==> config.mk <==
export PLATFORM = sky130hd
export DESIGN_NAME = median_out_stage
export DESIGN_NICKNAME = d
export VERILOG_FILES = /design/src/rtl/median_out_stage.sv
export SDC_FILE = /design/constraint.sdc
export NUM_CORES = 1
export LEC_CHECK = 0
export CORE_MARGIN = 4
export CORE_UTILIZATION = 35
export CTS_CLUSTER_DIAMETER = 120
export DETAILED_ROUTE_END_ITERATION = 8
export SLEW_MARGIN = 20
export SYNTH_ARGS = -nofsm -noshare
export SYNTH_HDL_FRONTEND = slang
export SYNTH_SLANG_ARGS = --single-unit
export TNS_END_PERCENT = 20
==> constraint.sdc <==
create_clock -name clk -period 6.42 [get_ports clk]
set_clock_uncertainty 0.2 [all_clocks]
set_input_delay 0.642 -clock clk [delete_from_list [all_inputs] [get_ports clk]]
set_output_delay 0.642 -clock clk [all_outputs]
set_load 0.01 [all_outputs]
==> src/rtl/median_out_stage.sv <==
// median_out_stage
//   Back end of the 3x3 median filter path. Every pixel shifted into the
//   sorting window produces a median some cycles later. This stage works out
//   which image coordinate each median belongs to (the window centre) and
//   forwards only interior results, in raster order. Border and priming
//   results are discarded.
//
// Parameters
//   WIDTH    image width in pixels  (3..256)
//   HEIGHT   image height in pixels (3..256)
//   SORT_LAT cycles from a window update to its median on med (>= 0)
//
// Ports
//   clk         system clock, rising edge
//   rst         synchronous active-high reset
//   pix_valid   a pixel enters the window at this edge
//   med         median from the sorting window
//   out_valid   out_pix/out_row/out_col carry an interior result
//   out_pix     filtered interior pixel
//   out_row     centre row of out_pix    (1..HEIGHT-2)
//   out_col     centre column of out_pix (1..WIDTH-2)
//   frame_done  pulse with the last interior pixel of a frame
//   busy        high while priming or running
module median_out_stage #(
   parameter int WIDTH    = 100,
   parameter int HEIGHT   = 150,
   parameter int SORT_LAT = 1
) (
   input  logic       clk,
   input  logic       rst,
   input  logic       pix_valid,
   input  logic [7:0] med,
   output logic       out_valid,
   output logic [7:0] out_pix,
   output logic [7:0] out_row,
   output logic [7:0] out_col,
   output logic       frame_done,
   output logic       busy
);

   localparam logic [7:0] COL_MAX  = 8'(WIDTH - 1);
   localparam logic [7:0] ROW_MAX  = 8'(HEIGHT - 1);
   localparam logic [7:0] COL_LAST = 8'(WIDTH - 2);
   localparam logic [7:0] ROW_LAST = 8'(HEIGHT - 2);
   localparam int         STAGES   = SORT_LAT + 1;

   typedef enum logic [1:0] {IDLE, PRIME, RUN} state_t;

   typedef struct packed {
      logic       valid;
      logic       interior;
      logic [7:0] row;
      logic [7:0] col;
      logic       last;
   } tag_t;

   state_t     state_reg, state_next;
   logic [7:0] in_col_reg, in_col_next;
   logic [7:0] in_row_reg, in_row_next;
   logic [7:0] c_col_reg, c_col_next;
   logic [7:0] c_row_reg, c_row_next;
   logic       load_c;
   logic       push;
   logic       prime_done;
   tag_t       tag_in;
   tag_t       tag_out;
   tag_t       stage_reg [0:STAGES-1];
   logic       hit;

   logic       out_valid_reg;
   logic [7:0] out_pix_reg;
   logic [7:0] out_row_reg;
   logic [7:0] out_col_reg;
   logic       frame_done_reg;

   // ---------------------------------------------------------------
   // Input raster counter. Its raster position doubles as the priming
   // count: PRIME only runs straight after IDLE, where the counter
   // restarts at (0,0), so position == pixels accepted so far.
   // ---------------------------------------------------------------
   always_comb begin
      in_col_next = in_col_reg;
      in_row_next = in_row_reg;
      if (pix_valid) begin
         if (in_col_reg == COL_MAX) begin
            in_col_next = 8'd0;
            in_row_next = (in_row_reg == ROW_MAX) ? 8'd0 : in_row_reg + 8'd1;
         end else begin
            in_col_next = in_col_reg + 8'd1;
         end
      end
   end

   // Accepting the pixel at raster position (1,0) brings the count to
   // WIDTH+1: the next pixel completes the window centred on (0,0).
   assign prime_done = pix_valid && (in_row_reg == 8'd1) && (in_col_reg == 8'd0);

   // ---------------------------------------------------------------
   // Control FSM
   // ---------------------------------------------------------------
   always_comb begin
      state_next = state_reg;
      load_c     = 1'b0;
      push       = 1'b0;
      case (state_reg)
         IDLE: begin
            if (pix_valid) begin
               state_next = PRIME;
            end
         end
         PRIME: begin
            if (prime_done) begin
               state_next = RUN;
               load_c     = 1'b1;
            end
         end
         RUN: begin
            push = pix_valid;
         end
         default: begin
            state_next = IDLE;
         end
      endcase
   end

   assign busy = (state_reg == PRIME) || (state_reg == RUN);

   // ---------------------------------------------------------------
   // Centre counter: trails the input counter by WIDTH+1 pixels.
   // ---------------------------------------------------------------
   always_comb begin
      c_col_next = c_col_reg;
      c_row_next = c_row_reg;
      if (load_c) begin
         c_col_next = 8'd0;
         c_row_next = 8'd0;
      end else if (push) begin
         if (c_col_reg == COL_MAX) begin
            c_col_next = 8'd0;
            c_row_next = (c_row_reg == ROW_MAX) ? 8'd0 : c_row_reg + 8'd1;
         end else begin
            c_col_next = c_col_reg + 8'd1;
         end
      end
   end

   always_ff @(posedge clk) begin
      if (rst) begin
         state_reg  <= IDLE;
         in_col_reg <= 8'd0;
         in_row_reg <= 8'd0;
         c_col_reg  <= 8'd0;
         c_row_reg  <= 8'd0;
      end else begin
         state_reg  <= state_next;
         in_col_reg <= in_col_next;
         in_row_reg <= in_row_next;
         c_col_reg  <= c_col_next;
         c_row_reg  <= c_row_next;
      end
   end

   // ---------------------------------------------------------------
   // Tag for the window updated this edge; empty when nothing pushed.
   // ---------------------------------------------------------------
   always_comb begin
      tag_in = '0;
      if (push) begin
         tag_in.valid    = 1'b1;
         tag_in.interior = (c_row_reg >= 8'd1) && (c_row_reg <= ROW_LAST) &&
                           (c_col_reg >= 8'd1) && (c_col_reg <= COL_LAST);
         tag_in.row      = c_row_reg;
         tag_in.col      = c_col_reg;
         tag_in.last     = (c_row_reg == ROW_LAST) && (c_col_reg == COL_LAST);
      end
   end

   // ---------------------------------------------------------------
   // Delay line: shifts every clock so the exiting tag lines up with med.
   // ---------------------------------------------------------------
   generate
      for (genvar gi = 0; gi < STAGES; gi++) begin : g_stage
         always_ff @(posedge clk) begin
            if (rst) begin
               stage_reg[gi] <= '0;
            end else if (gi == 0) begin
               stage_reg[gi] <= tag_in;
            end else begin
               stage_reg[gi] <= stage_reg[(gi == 0) ? 0 : gi - 1];
            end
         end
      end
   endgenerate

   assign tag_out = stage_reg[STAGES-1];
   assign hit     = tag_out.valid && tag_out.interior;

   // ---------------------------------------------------------------
   // Output register: data holds its last value between results.
   // ---------------------------------------------------------------
   always_ff @(posedge clk) begin
      if (rst) begin
         out_valid_reg  <= 1'b0;
         out_pix_reg    <= 8'd0;
         out_row_reg    <= 8'd0;
         out_col_reg    <= 8'd0;
         frame_done_reg <= 1'b0;
      end else begin
         out_valid_reg  <= hit;
         frame_done_reg <= hit && tag_out.last;
         if (hit) begin
            out_pix_reg <= med;
            out_row_reg <= tag_out.row;
            out_col_reg <= tag_out.col;
         end
      end
   end

   assign out_valid  = out_valid_reg;
   assign out_pix    = out_pix_reg;
   assign out_row    = out_row_reg;
   assign out_col    = out_col_reg;
   assign frame_done = frame_done_reg;

endmodule
# ---- Word level (Yosys, flattened, before mapping)
# Memories as Yosys holds them, arrays and structs flattened.
# Index checks and enable logic that the tools add are counted.
# Widths: inputs -> output; s select.
dict set report word_totals {
  latchBits 0
  ramBits 38
  reg_bits 60
  mem_count 1
  rom_bits 0
  out_inout_bits 27
  in_bits 11
}
# name depth word_bits rd rd_clocked_by_memory_dff wr line_no
set memory_table {}
lappend memory_table {stage_reg 2 19 2 0 2 67} ;# tag_t stage_reg [0:STAGES-1];
dict set report op_classes {
  muxes 16
  n_addsub 4
  n_reduce_logical 15
  shifts 0
  mul 0
  order_cmp 4
  bitwise 3
  div 0
  eq_ne 11
}
# operator n
set ops {}
lappend ops {{$mux 19} 3}
lappend ops {{$add 8x1->8 const B} 4}
lappend ops {{$mux 8} 4}
lappend ops {{$eq 8x7->1 const B} 3}
lappend ops {{$eq 8x8->1 const B} 3}
lappend ops {{$ge 8x1->1 const B} 2}
lappend ops {{$eq 8x1->1 const B} 1}
lappend ops {{$le 8x7->1 const B} 1}
lappend ops {{$le 8x8->1 const B} 1}
lappend ops {{$logic_and 1x1->1} 8}
lappend ops {{$logic_not 8->1} 1}
lappend ops {{$mux 1} 6}
lappend ops {{$pmux 2 s3} 1}
lappend ops {{$mux 2} 2}
lappend ops {{$ne 2x2->1 const B} 2}
lappend ops {{$reduce_and 2->1} 2}
lappend ops {{$reduce_and 3->1} 1}
lappend ops {{$eq 2x1->1 const B} 1}
lappend ops {{$eq 2x2->1 const B} 1}
lappend ops {{$logic_not 2->1} 1}
lappend ops {{$or 1x1->1} 2}
lappend ops {{$reduce_or 2->1} 1}
lappend ops {{$logic_or 1x1->1} 1}
lappend ops {{$not 1->1} 1}

# ---- Longest topological paths before layout
dict set report depth {
  word_depth 6
  mapped_depth 8
  mapped_depth_nobuf 7
}

# ---- Worst setup path before layout
# No wires, ideal clock.
dict set report synth_path {
  path_type {input -> register}
  startpoint {input port pix_valid}
  endpoint {register in_row_reg[3]}
  required_time_ns 6.149
  arrival_ns 2.311
  setup_time_ns 0.071
  slack_ns 3.839
  cell_stages 6
  path_cell_list {buf_6 -> or3b_1 -> or4_1 -> buf_2 -> or4_1 -> a21oi_1}
}
dict set report synth_between {
  elab_chain_len 1
}
# item line_no
set synth_lines {}
lappend synth_lines {{start, declared} 31} ;# input logic pix_valid,
lappend synth_lines {{$reduce_and 2->1 (no line)} --}
lappend synth_lines {{end signal, assigned} 157} ;# in_row_reg <= in_row_next;
lappend synth_lines {{end, declared} 59} ;# logic [7:0] in_row_reg, in_row_next;
# No other way between the ends.
# A chain may end at the register's enable or synchronous reset.

# ---- Final worst setup path
dict set report layout_path {
  startpoint {input port pix_valid}
  endpoint {register c_col_reg[6]}
}
dict set report layout_between {
  elab_chain_len 5
}
# item line_no
set layout_lines {}
lappend layout_lines {{$logic_and 1x1->1 (2 in a row)} 96} ;# assign prime_done = pix_valid && (in_row_reg == 8'd1) && (in_col_reg == 8'd0);
lappend layout_lines {{$mux 1} 112} ;# if (prime_done) begin
lappend layout_lines {{$mux 1} 105} ;# case (state_reg)
lappend layout_lines {{$reduce_or 2->1 (no line)} --}
lappend layout_lines {{end signal, assigned} 158} ;# c_col_reg <= c_col_next;
lappend layout_lines {{end, declared} 60} ;# logic [7:0] c_col_reg, c_col_next;
# Parallel ways exist; a longest one is shown, timed or not.

==> metrics.txt <==
Placed Cells about 580; Pleak 1.55 nW; Initial Utilization between 30% and 40%; crit share post-route between 50% and 60%; cts bufs inserted 9; top cells by area, synth dfxtp_1 (52%), nand2_1 (6.2%), a21oi_1 (5.7%), ha_1 (5.0%), nor2b_1 (3.6%); CP max stage delay between 0.6 and 0.7 ns; CP Cell Sequence clkdlybuf4s50_1, or3b_1, or4_1, o21bai_1, nand2b_1, nor2_1; Final Slew Violations 0; Tmin final 3.31 ns; via count between 2000 and 3000; RSZ-0062 raised after global routing no; CP max stage cell clkdlybuf4s50_1; CTS Root Cell clkbuf_8; Worst-path clk slew around 0.1 ns; die height 112 um; I/O Pins 38; Syn Inst Count between 400 and 500; GRT Overall Usage ~11%; clk sinks a little under 100; layout cells sized above 1 4.80%; Fmax achieved ~300 MHz; CP top delay family simple AND/OR/NAND/NOR gates; post-DP HPWL ~4600 um; cell area power density 230 nW/um^2; crit start category primary input; number of synthesized register bits slightly below 100; Die Wd between 100 and 150 um; status finished clean; commonest cells after routing, fill and taps aside dfxtp_1 (98), nand2_1 (62), a21oi_1 (43); fin area around 4400 um^2; clk buf depth 2; Setup Slack @ Placement around 2.7 ns; Synth Flop Type dfxtp_1; DP Area around 4200 um^2; sequential cell fraction of total power approximately 60%; placement row count 37; Final WS setup 3.11 ns; Clk pwr share ~37%; Die Area roughly 13000 um^2; initial antenna violation count 0; ant diodes 0; post-synth cell types 36; synth warn 0; asr flop ratio synth 0%; Buf+Inv Stages, Crit Path 1; WP data required about 6.5 ns; clk_lat worst skew around 0.35 ns; GPL Wtd Cong 0.800; # fillers approximately 1000; max_cap viols 0; Psw between 200 and 250 uW; Max FO, Critical Path 11; cell taking the most area after synthesis dfxtp_1; Routed Antenna Nets 0; P_int slightly below 800 uW; Final TNS setup 0 ns; Critical Path AT roughly 3.4 ns; largest net degree at the start of global routing 64; overall routed net length roughly 6800 um; vias in the first global route about 2700; Crit. End Element flip-flop; drt pass-1 iters 4; final net count 479; hold_buf cts 0; Initial DRC Count approximately 120; fin util 42.4%; first-pass GRT wire length roughly 12000 um; WL per Instance around 11 um; Final Hold Vio Count 0; syn nets 452; CTS tree yes; post-synth top area share roughly half; max FFs per register 38; mapped cell area about 3800 um^2; peak supply drop 106 uV; Post-synth EDFFs 0; final setup violation count 0; worst-margin pin slew 0.806 ns; Worst Hold Class reg -> reg; Slew HR between 40 and 50%; most common cell after layout, fill and taps aside dfxtp_1; Seq/Total Area, Yosys 52.0%; core region area 10400 um^2; Total Power roughly 1.0 mW; syn avg cell area between 8 and 9 um^2; Port Buffers 37; sw frac 23.8%; postcts setup bufs 0; number of vias per cell ~4.8; post-cts sizing count 0; grt ovf 0; Cell Count, Final, Fillers Out between 500 and 600; Logic pwr share approximately 3.3%; hold slack about 0.24 ns; Crit Path Class in -> reg; Max H-tree Level 3; DRC viols 0; Synth-to-Final Area Change 16.9%
==> cell families after synthesis <==
logic type / share of synthesized area [%]
AO/OA/AOI/OAI: 9.18
XOR/XNOR: 3.02
adder cells (fa/ha/maj): 4.97
buffers and inverters: 3.65
flip-flops: 52.0
multiplexers: 0.530
AND/OR/NAND/NOR: 26.7
==> cell usage after synthesis, drive strengths merged, types with 2 or more instances <==
| master | instances |
|---|---|
| a21oi | 43 |
| a31oi | 4 |
| and2 | 14 |
| and3 | 5 |
| buf | 3 |
| clkbuf | 20 |
| dfxtp | 98 |
| ha | 15 |
| inv | 11 |
| mux2i | 2 |
| nand2 | 62 |
| nand2b | 2 |
| nand3 | 15 |
| nand3b | 2 |
| nand4 | 4 |
| nor2 | 34 |
| nor2b | 22 |
| nor3 | 13 |
| nor4 | 5 |
| nor4b | 2 |
| o21ai | 12 |
| o21bai | 2 |
| or3 | 3 |
| or3b | 3 |
| or4 | 9 |
| or4b | 2 |
| xnor2 | 8 |
| xor2 | 5 |
==> worst register-to-register path, cell delays in order, from the launching register on <==
cell and delay (ns):
dfxtp_1 0.42, ha_1 0.17, or4b_2 0.62, or4_1 0.61, o21bai_1 0.67, nand2b_1 0.31
nor2_1 0.07
==> layer usage <==
| metal | up-vias | routed length (um) | global-route usage (%) |
|---|---|---|---|
| li1 | 1492 | - | - |
| met1 | 1306 | 3320 | 14.1 |
| met5 | - | 0 | 0 |
| met4 | 0 | 81 | 3.73 |
| met2 | 43 | 3060 | 18.8 |
| met3 | 9 | 293 | 2.83 |
==> path summary, 6_finish.rpt <==
| check | cells past startpoint | slack, ns | endpoint | start |
|---|---|---|---|---|
| worst min-delay path | 2 | 0.24 | out_row[5]$_SDFFE_PP0P_ | stage_reg[1][14]$_SDFF_PP0_ |
| worst max register to register | 6 | 3.25 | c_col_reg[6]$_SDFFE_PP0P_ | in_row_reg[0]$_SDFFE_PP0P_ |
| worst min register to register | 2 | 0.24 | out_row[5]$_SDFFE_PP0P_ | stage_reg[1][14]$_SDFF_PP0_ |
| worst max-delay path | 6 | 3.11 | c_col_reg[6]$_SDFFE_PP0P_ | pix_valid |
==> area by class of cell <==
class                      count  area [um^2]  share of cell area, %
sequential                    98         1960                   44.5
multi-input combinational    294         1680                   38.0
timing repair buffer          39          380                   8.62
tap                          136          170                   3.86
clock buffer                  10          128                   2.89
clock inverter                 6         56.3                   1.28
inverter                      11         41.3                  0.936
==> power by group through the flow <==
| stage | registers [mW] | logic [mW] | clock network [mW] |
|---|---|---|---|
| after CTS | 0.613 | 0.0347 | 0.389 |
| after detailed placement | 0.627 | 0.0343 | 0 |
| final | 0.612 | 0.0337 | 0.371 |
| after global placement | 0.626 | 0.0333 | 0 |
| after global routing | 0.613 | 0.0385 | 0.413 |
| after floorplan | 0.626 | 0.0224 | 0 |
(Power assumes the default switching activity.)
